`config.mk`:
```
export PLATFORM = sky130hd
export DESIGN_NAME = logic_issue_ctrl
export DESIGN_NICKNAME = d
export VERILOG_FILES = /design/src/rtl/alu_pkg.sv /design/src/rtl/cmd_fifo2.sv /design/src/rtl/logic_unit.sv /design/src/rtl/logic_issue_ctrl.sv
export SDC_FILE = /design/constraint.sdc
export NUM_CORES = 1
export LEC_CHECK = 0
export ABC_AREA = 1
export BUFFER_PORTS_ARGS = -buffer_cell sky130_fd_sc_hd__buf_2
export CAP_MARGIN = 40
export CORE_UTILIZATION = 62
export DETAILED_ROUTE_END_ITERATION = 7
export PLACE_DENSITY = 0.91
export SETUP_SLACK_MARGIN = 0.3
export SYNTH_ARGS = -nofsm -noshare
export SYNTH_HDL_FRONTEND = slang
export SYNTH_HIERARCHICAL = 1
export SYNTH_SLANG_ARGS = --single-unit
```
`constraint.sdc`:
```
create_clock -name clk -period 3.5 [get_ports clk]
set_input_delay 0 -clock clk [delete_from_list [all_inputs] [get_ports clk]]
set_output_delay 0 -clock clk [all_outputs]
set_load 0.02 [all_outputs]
```
`src/rtl/alu_pkg.sv`:
```
// Shared definitions for the 8-bit ALU logic path.
//   - Logic_Sel encodings used by logic_unit and its front end.
//   - FSM state type for the issue controller.
//   - Operand payload of a logic command. The sequence tag is prepended in
//     logic_issue_ctrl because its width is a parameter of that module.
package alu_pkg;

  localparam logic [1:0] LOGIC_AND  = 2'b00;
  localparam logic [1:0] LOGIC_OR   = 2'b01;
  localparam logic [1:0] LOGIC_XOR  = 2'b10;
  localparam logic [1:0] LOGIC_NOTA = 2'b11;

  typedef enum logic [1:0] {
    StIdle = 2'd0,
    StExec = 2'd1,
    StHold = 2'd2
  } issue_state_e;

  typedef struct packed {
    logic [7:0] a;
    logic [7:0] b;
    logic [1:0] sel;
  } cmd_op_t;

endpackage

```
`src/rtl/cmd_fifo2.sv`:
```
// Two-entry synchronous FIFO, no bypass.
//   clk_i, rst_i       clock, synchronous active-high reset (empties the FIFO)
//   push_i, wdata_i    write request and data; ignored when full
//   pop_i, rdata_o     read request and head-of-queue data; ignored when empty
//   full_o, empty_o    occupancy flags
module cmd_fifo2 #(
  parameter int unsigned Width = 8
) (
  input  logic             clk_i,
  input  logic             rst_i,
  input  logic             push_i,
  input  logic [Width-1:0] wdata_i,
  input  logic             pop_i,
  output logic [Width-1:0] rdata_o,
  output logic             full_o,
  output logic             empty_o
);

  logic [Width-1:0] mem_q [2];
  logic             wr_ptr_q, rd_ptr_q;
  logic [1:0]       count_q;
  logic             do_push, do_pop;

  assign full_o  = (count_q == 2'd2);
  assign empty_o = (count_q == 2'd0);
  assign do_push = push_i && !full_o;
  assign do_pop  = pop_i && !empty_o;
  assign rdata_o = mem_q[rd_ptr_q];

  // Storage needs no reset; occupancy tracking makes stale entries unreachable.
  always_ff @(posedge clk_i) begin
    if (do_push) begin
      mem_q[wr_ptr_q] <= wdata_i;
    end
  end

  always_ff @(posedge clk_i) begin
    if (rst_i) begin
      wr_ptr_q <= 1'b0;
      rd_ptr_q <= 1'b0;
      count_q  <= 2'd0;
    end else begin
      if (do_push) wr_ptr_q <= ~wr_ptr_q;
      if (do_pop)  rd_ptr_q <= ~rd_ptr_q;
      unique case ({do_push, do_pop})
        2'b10:   count_q <= count_q + 2'd1;
        2'b01:   count_q <= count_q - 2'd1;
        default: count_q <= count_q;
      endcase
    end
  end

endmodule

```
`src/rtl/logic_unit.sv`:
```
// Combinational 8-bit logic unit.
//   A, B       operands
//   Logic_Sel  operation select (AND / OR / XOR / NOT A)
//   Logic_Out  result
module logic_unit
  import alu_pkg::*;
(
  input  logic [7:0] A,
  input  logic [7:0] B,
  input  logic [1:0] Logic_Sel,
  output logic [7:0] Logic_Out
);

  always_comb begin
    Logic_Out = 8'h00;
    unique case (Logic_Sel)
      LOGIC_AND:  Logic_Out = A & B;
      LOGIC_OR:   Logic_Out = A | B;
      LOGIC_XOR:  Logic_Out = A ^ B;
      LOGIC_NOTA: Logic_Out = ~A;
      default:    Logic_Out = 8'h00;
    endcase
  end

endmodule

```
`src/rtl/logic_issue_ctrl.sv`:
```
// Streaming front end for logic_unit.
//   clk, rst                       clock, synchronous active-high reset
//   cmd_valid/cmd_ready            command handshake; cmd_A, cmd_B, cmd_Sel payload
//   res_valid/res_ready            result handshake
//   res_data, res_zero, res_tag    held result, its zero flag and its command tag
// Commands are tagged on accept, queued in a 2-entry FIFO, issued one at a
// time through registered operands and the result is held until consumed.
module logic_issue_ctrl
  import alu_pkg::*;
#(
  parameter int unsigned TAG_W = 4
) (
  input  logic             clk,
  input  logic             rst,
  input  logic             cmd_valid,
  output logic             cmd_ready,
  input  logic [7:0]       cmd_A,
  input  logic [7:0]       cmd_B,
  input  logic [1:0]       cmd_Sel,
  output logic             res_valid,
  input  logic             res_ready,
  output logic [7:0]       res_data,
  output logic             res_zero,
  output logic [TAG_W-1:0] res_tag
);

  typedef struct packed {
    logic [TAG_W-1:0] tag;
    cmd_op_t          op;
  } cmd_t;

  localparam int unsigned CmdW = $bits(cmd_t);

  issue_state_e     state_q, state_d;
  logic [TAG_W-1:0] tag_q;
  logic [7:0]       op_a_q, op_b_q;
  logic [1:0]       op_sel_q;
  logic [TAG_W-1:0] op_tag_q;
  logic             res_valid_q;
  logic [7:0]       res_data_q;
  logic             res_zero_q;
  logic [TAG_W-1:0] res_tag_q;

  logic             fifo_full, fifo_empty;
  logic             push, pop, capture, consume;
  cmd_t             push_cmd, head_cmd;
  logic [7:0]       logic_out;

  // Ready is withheld while a pop is in flight on a full FIFO, so there is no
  // same-cycle pop-to-push pass-through.
  assign cmd_ready = !rst && !fifo_full;
  assign push      = cmd_valid && cmd_ready;

  always_comb begin
    push_cmd        = '0;
    push_cmd.tag    = tag_q;
    push_cmd.op.a   = cmd_A;
    push_cmd.op.b   = cmd_B;
    push_cmd.op.sel = cmd_Sel;
  end

  cmd_fifo2 #(
    .Width(CmdW)
  ) u_fifo (
    .clk_i  (clk),
    .rst_i  (rst),
    .push_i (push),
    .wdata_i(push_cmd),
    .pop_i  (pop),
    .rdata_o(head_cmd),
    .full_o (fifo_full),
    .empty_o(fifo_empty)
  );

  logic_unit u_logic_unit (
    .A        (op_a_q),
    .B        (op_b_q),
    .Logic_Sel(op_sel_q),
    .Logic_Out(logic_out)
  );

  always_comb begin
    state_d = state_q;
    pop     = 1'b0;
    capture = 1'b0;
    consume = 1'b0;
    unique case (state_q)
      StIdle: begin
        if (!fifo_empty) begin
          pop     = 1'b1;
          state_d = StExec;
        end
      end
      StExec: begin
        capture = 1'b1;
        state_d = StHold;
      end
      StHold: begin
        if (res_ready) begin
          consume = 1'b1;
          if (!fifo_empty) begin
            pop     = 1'b1;
            state_d = StExec;
          end else begin
            state_d = StIdle;
          end
        end
      end
      default: state_d = StIdle;
    endcase
  end

  always_ff @(posedge clk) begin
    if (rst) begin
      state_q     <= StIdle;
      tag_q       <= '0;
      op_a_q      <= 8'h00;
      op_b_q      <= 8'h00;
      op_sel_q    <= 2'b00;
      op_tag_q    <= '0;
      res_valid_q <= 1'b0;
      res_data_q  <= 8'h00;
      res_zero_q  <= 1'b0;
      res_tag_q   <= '0;
    end else begin
      state_q <= state_d;
      if (push) tag_q <= tag_q + TAG_W'(1);
      if (pop) begin
        op_a_q   <= head_cmd.op.a;
        op_b_q   <= head_cmd.op.b;
        op_sel_q <= head_cmd.op.sel;
        op_tag_q <= head_cmd.tag;
      end
      if (capture) begin
        res_data_q  <= logic_out;
        res_zero_q  <= (logic_out == 8'h00);
        res_tag_q   <= op_tag_q;
        res_valid_q <= 1'b1;
      end else if (consume) begin
        res_valid_q <= 1'b0;
      end
    end
  end

  assign res_valid = res_valid_q;
  assign res_data  = res_data_q;
  assign res_zero  = res_zero_q;
  assign res_tag   = res_tag_q;

endmodule

```
# Yosys cells after proc, flatten, opt, wreduce, memory -nomap -nowiden
# Memory sizes are Yosys's and may differ from the RTL's. A register that Yosys moved wholly into a read port is not among the register bits.
# Cells that the tools add are included.
word_totals:
  register_bits: 24
  mem_bits_rw: 44
  input_bits: 22
  output_inout_bits: 15
  memories: 1
mem_list:
  columns: ["name", "words", "width", "rd", "rd_ports_with_merged_regs", "wr", "line", "text"]
  rows:
  - ["u_fifo.mem_q", 2, 22, 1, 1, 1, "cmd_fifo2.sv:19", "logic [Width-1:0] mem_q [2];"]
op_classes:
  n_addsub: 3
  eq_ne: 10
  muxes: 16
  bitwise: 6
  n_reduce_logical: 14
op_table:
  columns: ["cell", "count"]
  rows:
  - ["8-bit one-hot mux with 4 select lines", 1]
  - ["2-bit == test, second input constant", 5]
  - ["1-bit 2-to-1 mux", 10]
  - ["8-bit bitwise AND", 1]
  - ["8-bit logical NOT", 1]
  - ["8-bit inverter", 1]
  - ["8-bit bitwise OR", 1]
  - ["8-bit bitwise XOR", 1]
  - ["2-bit by 1-bit == test with 1-bit output, second input constant", 3]
  - ["2-bit logical NOT", 3]
  - ["2-bit one-hot mux with 3 select lines", 1]
  - ["4-bit by 1-bit adder with 4-bit output, second input constant", 1]
  - ["1-bit logical AND", 4]
  - ["2-bit 2-to-1 mux", 2]
  - ["2-bit != test, second input constant", 2]
  - ["2-bit one-hot mux with 2 select lines", 1]
  - ["2-bit nonzero test", 2]
  - ["1-bit logical NOT", 3]
  - ["2-bit by 1-bit adder with 2-bit output, second input constant", 1]
  - ["1-bit inverter", 2]
  - ["1-bit one-hot mux with 2 select lines", 1]
  - ["2-bit AND reduction", 1]
  - ["2-bit by 1-bit subtractor with 2-bit output, second input constant", 1]

# Depth between registers and ports, before layout
# Gate-level depths: netlist (run 1).
logic_depth:
  ltp_word: 7
  mapped_depth: 14
  depth_no_buf: 14

# Cells and area by module
# The synthesis (run 1) kept the hierarchy.
modules_own_cells:
  columns: ["mod", "instances", "cells_each", "area_per_inst_um2", "seq_area_each_um2"]
  rows:
  - ["cmd_fifo2", 1, 108, 1864.3, 1421.4]
  - ["logic_issue_ctrl", 1, 236, 1702.9, 840.8]
  - ["logic_unit", 1, 86, 558.0, 0.0]

# Worst setup path before layout (run 1)
# OpenSTA, ideal clock, no wires.
synth_path:
  path_type: "register -> register"
  startpoint: "register u_fifo.count_q[0]"
  endpoint: "memory u_fifo/mem_q[0][0] in the netlist's numbering (enable)"
  setup_ns: 0.401
  arrival_time_ns: 2.034
  required_ns: 3.099
  slack_ns: 1.065
  path_stages_with_launch: 9
  path_buffers: 0
  period_less_slack_ns: 2.435
  path_cell_list: "dfxtp_1 nor2_4 nor2_4 nand2_2 inv_2 inv_1 nor2_4 inv_2 nor2_1"
synth_via:
  elab_chain_len: 7
synth_rtl:
  columns: ["element", "line", "text"]
  rows:
  - ["start, declared", "cmd_fifo2.sv:21", "logic [1:0] count_q;"]
  - ["start signal, assigned", "cmd_fifo2.sv:46", "2'b10: count_q <= count_q + 2'd1;"]
  - ["start signal, assigned", "cmd_fifo2.sv:47", "2'b01: count_q <= count_q - 2'd1;"]
  - ["start signal, assigned", "cmd_fifo2.sv:48", "default: count_q <= count_q;"]
  - ["2-bit == test", "cmd_fifo2.sv:24", "assign full_o = (count_q == 2'd2);"]
  - ["named net fifo_full", "logic_issue_ctrl.sv:44", "logic fifo_full, fifo_empty;"]
  - ["1-bit logical NOT", "logic_issue_ctrl.sv:51", "assign cmd_ready = !rst && !fifo_full;"]
  - ["1-bit logical AND", "logic_issue_ctrl.sv:51", null]
  - ["named net cmd_ready", "logic_issue_ctrl.sv:16", "output logic cmd_ready,"]
  - ["1-bit logical AND", "logic_issue_ctrl.sv:52", "assign push = cmd_valid && cmd_ready;"]
  - ["named net push", "logic_issue_ctrl.sv:45", "logic push, pop, capture, consume;"]
  - ["1-bit logical AND", "cmd_fifo2.sv:26", "assign do_push = push_i && !full_o;"]
  - ["1-bit 2-to-1 mux", "cmd_fifo2.sv:32", "if (do_push) begin"]
  - ["1-bit 2-to-1 mux (implied by the code)", "cmd_fifo2.sv:33", "mem_q[wr_ptr_q] <= wdata_i;"]
  - ["end, declared", "cmd_fifo2.sv:19", null]
# The timed path passes the listed nets, and every way through them passes these cells.

# Final worst setup path (run 1)
layout_path:
  startpoint: "register u_fifo.count_q[0]"
  endpoint: "memory u_fifo/mem_q[1][16] in the netlist's numbering (enable)"
layout_via:
  elab_chain_len: 7
layout_rtl:
  columns: ["element", "line"]
  rows:
  - ["2-bit == test", "cmd_fifo2.sv:24"]
  - ["named net fifo_full", "logic_issue_ctrl.sv:44"]
  - ["1-bit logical NOT", "logic_issue_ctrl.sv:51"]
  - ["1-bit logical AND", "logic_issue_ctrl.sv:51"]
  - ["1-bit logical AND", "logic_issue_ctrl.sv:52"]
  - ["named net push", "logic_issue_ctrl.sv:45"]
  - ["1-bit logical AND", "cmd_fifo2.sv:26"]
  - ["1-bit 2-to-1 mux", "cmd_fifo2.sv:32"]
  - ["1-bit 2-to-1 mux (implied by the code)", "cmd_fifo2.sv:33"]
# The timed path passes the listed nets, and every way through them passes these cells.

==> results of run 1 <==
[critical path, cell delays in order (launching register included)]
cell	delay, ns
sky130_fd_sc_hd__dfxtp_1	0.46
sky130_fd_sc_hd__nor2_4	0.09
sky130_fd_sc_hd__nor2_4	0.12
sky130_fd_sc_hd__nand2_2	0.09
sky130_fd_sc_hd__inv_2	0.08
sky130_fd_sc_hd__inv_1	0.06
sky130_fd_sc_hd__nor2_4	0.14
sky130_fd_sc_hd__nand2_2	0.07
sky130_fd_sc_hd__inv_1	0.64
[cell type report]
class	count	area, sq um	share of cell area
Multi-Input combinational cell	255	1460	0.309
Clock inverter	6	88.8	0.0188
Tap cell	77	96.3	0.0204
Timing Repair Buffer	60	423	0.0896
Clock buffer	10	128	0.0270
Sequential cell	91	2260	0.479
Inverter	69	264	0.0559
[placed cells by master, fill, tap and decap left out, drive strengths merged]
cell type / Yosys / layout
nand2: 81 / 81
nor2: 73 / 73
inv: 69 / 70
dfxtp: 47 / 47
edfxtp: 44 / 44
buf: 15 / 38
dlygate4sd3: 0 / 22
mux2: 22 / 22
nand3: 20 / 20
ha: 18 / 18
a21oi: 14 / 14
o21ai: 13 / 13
clkbuf: 0 / 10
nand4: 9 / 9
nor3: 2 / 2
xor2: 2 / 2
bufinv: 0 / 2
clkinv: 0 / 2
nand3b: 1 / 1
clkinvlp: 0 / 1
[through the flow]
step                      std cells  power, mW
after floorplan                 430       1.79
after global placement          529       1.86
after detailed placement        530       1.90
after CTS                       568       2.69
after global routing            568       2.84
final                           568       2.69
[cell families (layout without fill, tap and decap cells)]
| kind of cell | Yosys count | after routing | share of synthesized area |
|---|---|---|---|
| flops | 91 | 91 | 0.548 |
| mux | 22 | 22 | 0.0601 |
| fa+ha+maj | 18 | 18 | 0.0546 |
| xor+xnor | 2 | 2 | 0.00425 |
| compound gates | 27 | 27 | 0.0328 |
| buf+inv | 84 | 145 | 0.0986 |
| simple gates | 186 | 186 | 0.201 |
[registers in the layout (all words and copies together) (netlist names), 2 cells and up, named ones only]
signal and count:
op_a_q 8, op_tag_q 4, u_fifo/count_q 2, tag_q 4, state_q 2, op_sel_q 2
u_fifo/mem_q 44, res_data 8, op_b_q 8, res_tag 4
[timing repair]
| action | CTS | global route |
|---|---|---|
| endpoints found under the setup margin | 0 | 0 |
| gates resized for setup | 0 | 0 |
| hold endpoints to repair | 44 | 0 |
| hold buffers | 22 | 0 |
[routing by layer]
metal / vias to the layer above / global-route usage / part of all wire
met3: 20 / 0.0534 / 0.051
li1: 1474 / - / -
met4: 0 / 0.114 / 0.028
met2: 98 / 0.409 / 0.51
met1: 1415 / 0.281 / 0.41
met5: - / 0 / 0
[final timing paths]
path                         endpoint  slack (ns)  cells after the start
setup reg to reg  u_fifo/mem_q[1][16]        1.37                      8
hold reg to reg            res_tag[3]        0.47                      2
setup / recovery  u_fifo/mem_q[1][16]        1.37                      8
hold / removal    u_fifo/mem_q[1][12]        0.36                      2
[power groups by stage]
stage / Sequential (mW) / Clock [mW] / Combinational (mW)
6_report: 1.33 / 0.769 / 0.589
5_1_grt: 1.34 / 0.832 / 0.670
4_1_cts: 1.33 / 0.778 / 0.585
3_5_place_dp: 1.35 / 0 / 0.552
3_3_place_gp: 1.35 / 0 / 0.515
2_1_floorplan: 1.33 / 0 / 0.461
==> impl.org, run 1 <==
** Floorplan
- Floorplan row count :: 29
- Placeable core region :: 6390 sq um
- Initial core utilization :: 0.646
- Number of top-level design ports :: 37
- Die Footprint :: 6980 sq um
- Chip Height :: 83.6 microns
- Die span in x :: 83.6 microns

** Clock tree
- The longest clock path from root to sink contains 2 buffers.
- In this run the clock root is driven by a sky130_fd_sc_hd__clkbuf_8.
- The number of clock buffers added by TritonCTS is 9.
- Counting every sink on the clock net gives 91.
- TritonCTS clock tree :: done
- The H-tree generated during clock tree synthesis spans 3 levels.
- Buffers added to address setup during post-CTS repair amount to 0.
- Clock network latency to the later pin of the worst-skew pair :: 0.36 ns
- Reg clk slew, reported paths :: 0.08 ns

** Route
- Post-DR wirelength/cell :: 13.5 microns
- DRT Wirelength :: 7690 microns
- The routed layout has 3007 vias.
- Post-detailed-route via-to-cell ratio :: 5.29
- In this run the remaining antenna-violating nets after routing total 0.
- In the routed design, unresolved DRC markers number 0.
- The detailed router finished its first iteration with 253 violations.
- The first detailed-routing pass took 5 iterations.

** Timing
- Clock skew on the completed layout was measured at 0.00810 ns.
- Setup repair after global routing missed its margin :: false
- Achievable frequency :: 469 MHz
- Dividing the final minimum period by the clock period gives 0.609.
- The worst pin sits at a relative slew slack of 0.409.
- Number of setup violations in the final report :: 0
- For the pin with the worst max-slew slack, the measured transition is 0.886 ns.
- The number of hold-slack violations in the final timing report is 0.
- For the final routed database, the setup TNS stands at 0 ns.
- Hold slack :: 0.356 ns
- Once routing completed, OpenROAD measured the worst setup slack at 1.37 ns.
- Final critical path time including I/O delays and setup :: 2.13 ns
- The number of pins exceeding their max-slew limit in the final report was 0.

** Placed design
- Timing analysis after detailed placement gives a worst setup slack of 1.37 ns.
- The placed instances occupy a cell area of 4280 sq um.
- The HPWL after detailed placement is 4790 microns.
- Port Buffers :: 36
- Routability congestion estimate from global placement :: 0.764

** Layout
- Antenna cell count :: 0
- In the final layout, the share of cells above drive strength 1 is 0.193.
- Synth-to-Final Area Change :: 14.4%
- Filler cell count in the final layout :: 439
- At the end of the flow, the number of nets in the layout was 526.
- Design Area, Final :: 4720 sq um
- At the end of the flow the core is filled with cells to 0.739.

** Logic synthesis
- Yosys warns :: 6
- Yosys attributes the largest share of cell area to sky130_fd_sc_hd__edfxtp_1 (32%), sky130_fd_sc_hd__dfxtp_1 (23%), sky130_fd_sc_hd__nand2_1 (7.0%), sky130_fd_sc_hd__nor2_1 (6.0%), sky130_fd_sc_hd__mux2_2 (6.0%).
- Library cell occupying the most area in the post-synthesis netlist :: sky130_fd_sc_hd__edfxtp_1
- Primary flip-flop cell chosen by synthesis mapping :: sky130_fd_sc_hd__dfxtp_1
- Cell area after synthesis :: 4130 sq um
- Count of mapped cells out of synthesis :: 430
- Net Count, Synth :: 470
- Most used standard cell by instance count after synthesis :: sky130_fd_sc_hd__nand2_1
- Dividing the synthesized area by the synthesized cell count gives 9.59 sq um.
- Total of flip-flops plus latches after synthesis :: 91
- Counting distinct cell types in the post-synthesis netlist gives 25.
- Portion of synthesized cell area occupied by the leading cell type :: 0.320
- Of all flip-flops after synthesis, the portion carrying an async set or reset was 0.
- In this run, synthesis inferred 44 flip-flops with an integrated enable.
- Sequential-to-total area share from yosys stat :: 0.548
- List of most frequent post-synthesis cells :: sky130_fd_sc_hd__nand2_1 (77), sky130_fd_sc_hd__nor2_1 (66), sky130_fd_sc_hd__inv_1 (61)

** Setup path
- The worst register-to-register path begins at u_fifo/count_q[0].
- Start-to-end type of the worst setup path :: reg -> reg
- STA classifies the critical path endpoint as a flop.
- Required arrival time at the worst endpoint :: 3.49 ns
- STA classifies the critical path startpoint as a flop.
- In this run the worst path has a maximum fanout of 22.
- Worst path arrival time :: 2.12 ns
- Tracing the worst setup path back leads to its startpoint at u_fifo/count_q[0].

** Pwr
- The worst-case IR drop observed on VDD is 0.350 mV.
- Switching share of power :: 0.309
- Power share of the combinational group :: 0.219
- Leak pwr :: 2.12 nW
- Sw power :: 0.831 mW
- P per Cell Area :: 569 nW/um^2
- Fraction of power consumed by the clock network :: 0.286
- Internal power comes to 1.86 mW.
- Part of the power in registers :: 0.494

** Global routing
- Entering global routing, the biggest net connects 47 pins.
- Grt total ovfl :: 0
- The first global-routing pass estimated 13000 microns of wire.
- The via count of the first global-routing pass was 2961.
- The initial antenna violation count is 0.
- Global Route Usage Sum :: 0.238

** Hold path
- The worst hold path belongs to the class in -> reg.
- In this run the most critical hold path is launched from cmd_A[2].

** Outcome
- The run finished with clean final reports.

** Run
- Number of maximum-capacitance constraint violations :: 0
Note: power is estimated with default switching activity, not from simulation.
==> run 2: changes to the inputs <==
Settings changed: CORE_UTILIZATION 62 to 59, PLACE_DENSITY 0.91 to 0.87.
Clock period 3.5 ns to 2.1 ns, I/O delays scaled along.
==> impl.org, run 2 (synthesized netlist as in run 1, its figures left out) <==
** Hold path
- Along the worst hold path, the cell count comes to 2.
- Startpoint of the tightest hold check path :: cmd_A[4]
- Type of the most critical hold path :: in -> reg

** Outcome
- Result of the run :: completed

** Layout
- Once layout is complete, the utilization of the core stands at 0.703.
- The top cell types in the final layout, fill and taps aside, are sky130_fd_sc_hd__nand2_1 (77), sky130_fd_sc_hd__nor2_1 (65), sky130_fd_sc_hd__inv_1 (58), sky130_fd_sc_hd__dfxtp_1 (45), sky130_fd_sc_hd__edfxtp_1 (44).
- Leaving out filler cells and counting taps, the final layout contains 575.
- Leading cell type in the layout, fill and taps excluded :: sky130_fd_sc_hd__nand2_1
- Largest register by flop count :: u_fifo/mem_q
- Antenna cell count :: 0
- Relative to the synthesized area, the layout overhead comes to 15.2%.
- Filler cell count in the final layout :: 467
- Final layout net count :: 530
- Of the cells placed in the final design, the portion with a size suffix greater than 1 is 0.210.
- Flip-flop count of the largest register, all copies and words added :: 44

** Setup path
- Reg2reg path depth :: 14
- On the worst path, the slowest cell contributes a delay of 0.37 ns.
- Tracing the worst setup path back leads to its startpoint at u_fifo/count_q[1].
- Slowest cell on the critical path :: sky130_fd_sc_hd__dfxtp_4
- Required arrival time at the worst endpoint :: 2.35 ns
- The worst setup path is captured at a flop.
- Traced cell by cell, the critical path runs through inv_4 > nor2_4 > nor2_4 > nand2_4 > inv_4 > inv_2 > nor2_4 > inv_2 > ha_4 > inv_2 > nand2_1 > nor2_1 > nor2_1 > nor2_1.
- Start-to-end type of the worst setup path :: reg -> reg
- Reg2reg start :: u_fifo/count_q[1]
- Worst path arrival time :: 1.96 ns
- Along the worst path, the maximum fanout reaches 4.
- Category of the worst setup path launch point :: flop

** Timing
- Final hold violation count :: 0
- The tightest hold path in the finished design has a slack of 0.361 ns.
- Worst slew pin tran :: 0.617 ns
- The worst pin sits at a relative slew slack of 0.588.
- Final critical path time including I/O delays and setup :: 1.71 ns
- Achievable frequency :: 584 MHz
- Post-route setup TNS :: 0 ns
- Of the available clock period, the critical path in the final layout requires 0.815.
- Number of setup violations in the final report :: 0
- Setup repair after global routing left no endpoint under its margin.
- The number of pins exceeding their max-slew limit in the final report came to 0.
- Clock skew on the completed layout was measured at 0.00851 ns.

** Pwr
- Dividing total power by cell area gives a power density of 914 nW/um^2.
- The design draws 4.34 mW.
- Leak pwr :: 2.12 nW
- Peak VDD IR :: 0.449 mV

** Clock tree
- Clock root buffer :: sky130_fd_sc_hd__clkbuf_8
- Clock network latency to the later pin of the worst-skew pair :: 0.36 ns
- CTS sink count :: 91
- CTS Buf Count :: 9
- In this run the deepest clock path goes through 2 buffers.
- The H-tree generated during clock tree synthesis spans 3 levels.
- TritonCTS built the clock tree.
- Clock-pin slew was measured on the worst setup and hold paths at 0.08 ns.

** Route
- For this block, the initial DRC count from the detailed router was 194.
- Remaining number of nets flagged by the antenna check after routing :: 0
- Dividing the detail-routed via count by the number of cells gives 5.22.
- DRC violations left :: 0
- Number of iterations in the first detailed-routing pass :: 5
- Post-DR wirelength/cell :: 13.9 microns
- DRT Wirelength :: 7980 microns
- Total number of vias :: 3000

** Run
- Max-cap violations in this run came to 0.

** Placed design
- Routability congestion estimate from global placement :: 0.840
- Cells after DPL :: 536
- Estimated wirelength of the detail-placed design :: 5010 microns
- In this run the tool buffered the top-level ports with 36 buffer cells.

** Global routing
- Met1 usage in global routing :: 0.281
- GRT Max-Usage Layer :: met2
- The first global-routing pass estimated 13000 microns of wire.
- In the global route stage, met2 resource usage came out at 0.398.
- Global routing usage on met3 :: 0.0558
- Antenna violations before repair :: 0
- After global routing the overflow that remains totals 0.
- Largest net degree at the start of global routing :: 46
- Number of global-route vias before repair :: 2895
- In the global route stage, overall resource usage came out at 0.233.

** Floorplan
- Initial core utilization :: 0.611
- Die Footprint :: 7330 sq um
- Placeable core region :: 6760 sq um
- The floorplan step set the die width to 85.6 microns.
- 37 I/O pins were placed.
- The floorplan has 30 rows.
- The die is 85.6 microns tall.
## run 2: cell count changes in the layout (fill, tap and decap cells not counted), sizes merged
cell and change:
clkinv +3, bufinv -1, clkinvlp +1, inv -2, clkbuf -1, buf +4
## run 2: per-layer routing
layer  share of wire  vias up  wire, microns
met4           0.026        0            208
met1            0.42     1371           3380
met2            0.50      118           3970
met3           0.053       24            425
li1                -     1487              -
met5               0        -              0
## run 2: power by group
group / total (mW) / switching (mW) / internal (mW)
logic: 1.03 / 0.638 / 0.387
registers: 2.19 / 0.141 / 2.05
clock network: 1.13 / 0.592 / 0.534
## run 2: worst paths after layout
| path | endpoint | slack [ns] |
|---|---|---|
| setup / recovery | u_fifo/count_q[1] | 0.39 |
| hold / removal | u_fifo/mem_q[0][14] | 0.36 |
| setup reg to reg | u_fifo/count_q[1] | 0.39 |
| hold reg to reg | res_tag[3] | 0.46 |
## run 2: area by class of cell
type | instances | area, sq um | share of cell area
clock buffers | 9 | 124 | 0.0261
clock inverters | 7 | 58.8 | 0.0124
inverters | 69 | 273 | 0.0574
multi-input cells | 255 | 1480 | 0.312
flip-flops and latches | 91 | 2270 | 0.478
well taps | 80 | 100 | 0.0211
repair buffers | 64 | 445 | 0.0937
## run 2: timing repair
item	CTS	global route
hold buffers	22	0
buffers inserted	0	1
endpoints found under the hold margin	44	0
pin swaps	0	7
gates resized for setup	3	6
endpoints found under the setup margin	1	45
## run 2: critical path: cells and delay by family, from the launching register on
kind          cells  cell delay (ns)
simple gates      8             0.67
flops             1             0.37
fa+ha+maj         1             0.28
buf+inv           5             0.28
## run 2: metrics by stage
stage               setup WS [ns]  cell area [sq um]
floorplan                   0.313               4140
global placement            0.426               4310
detailed placement          0.293               4310
CTS                         0.343               4730
global route                0.293               4750
finish                      0.388               4750
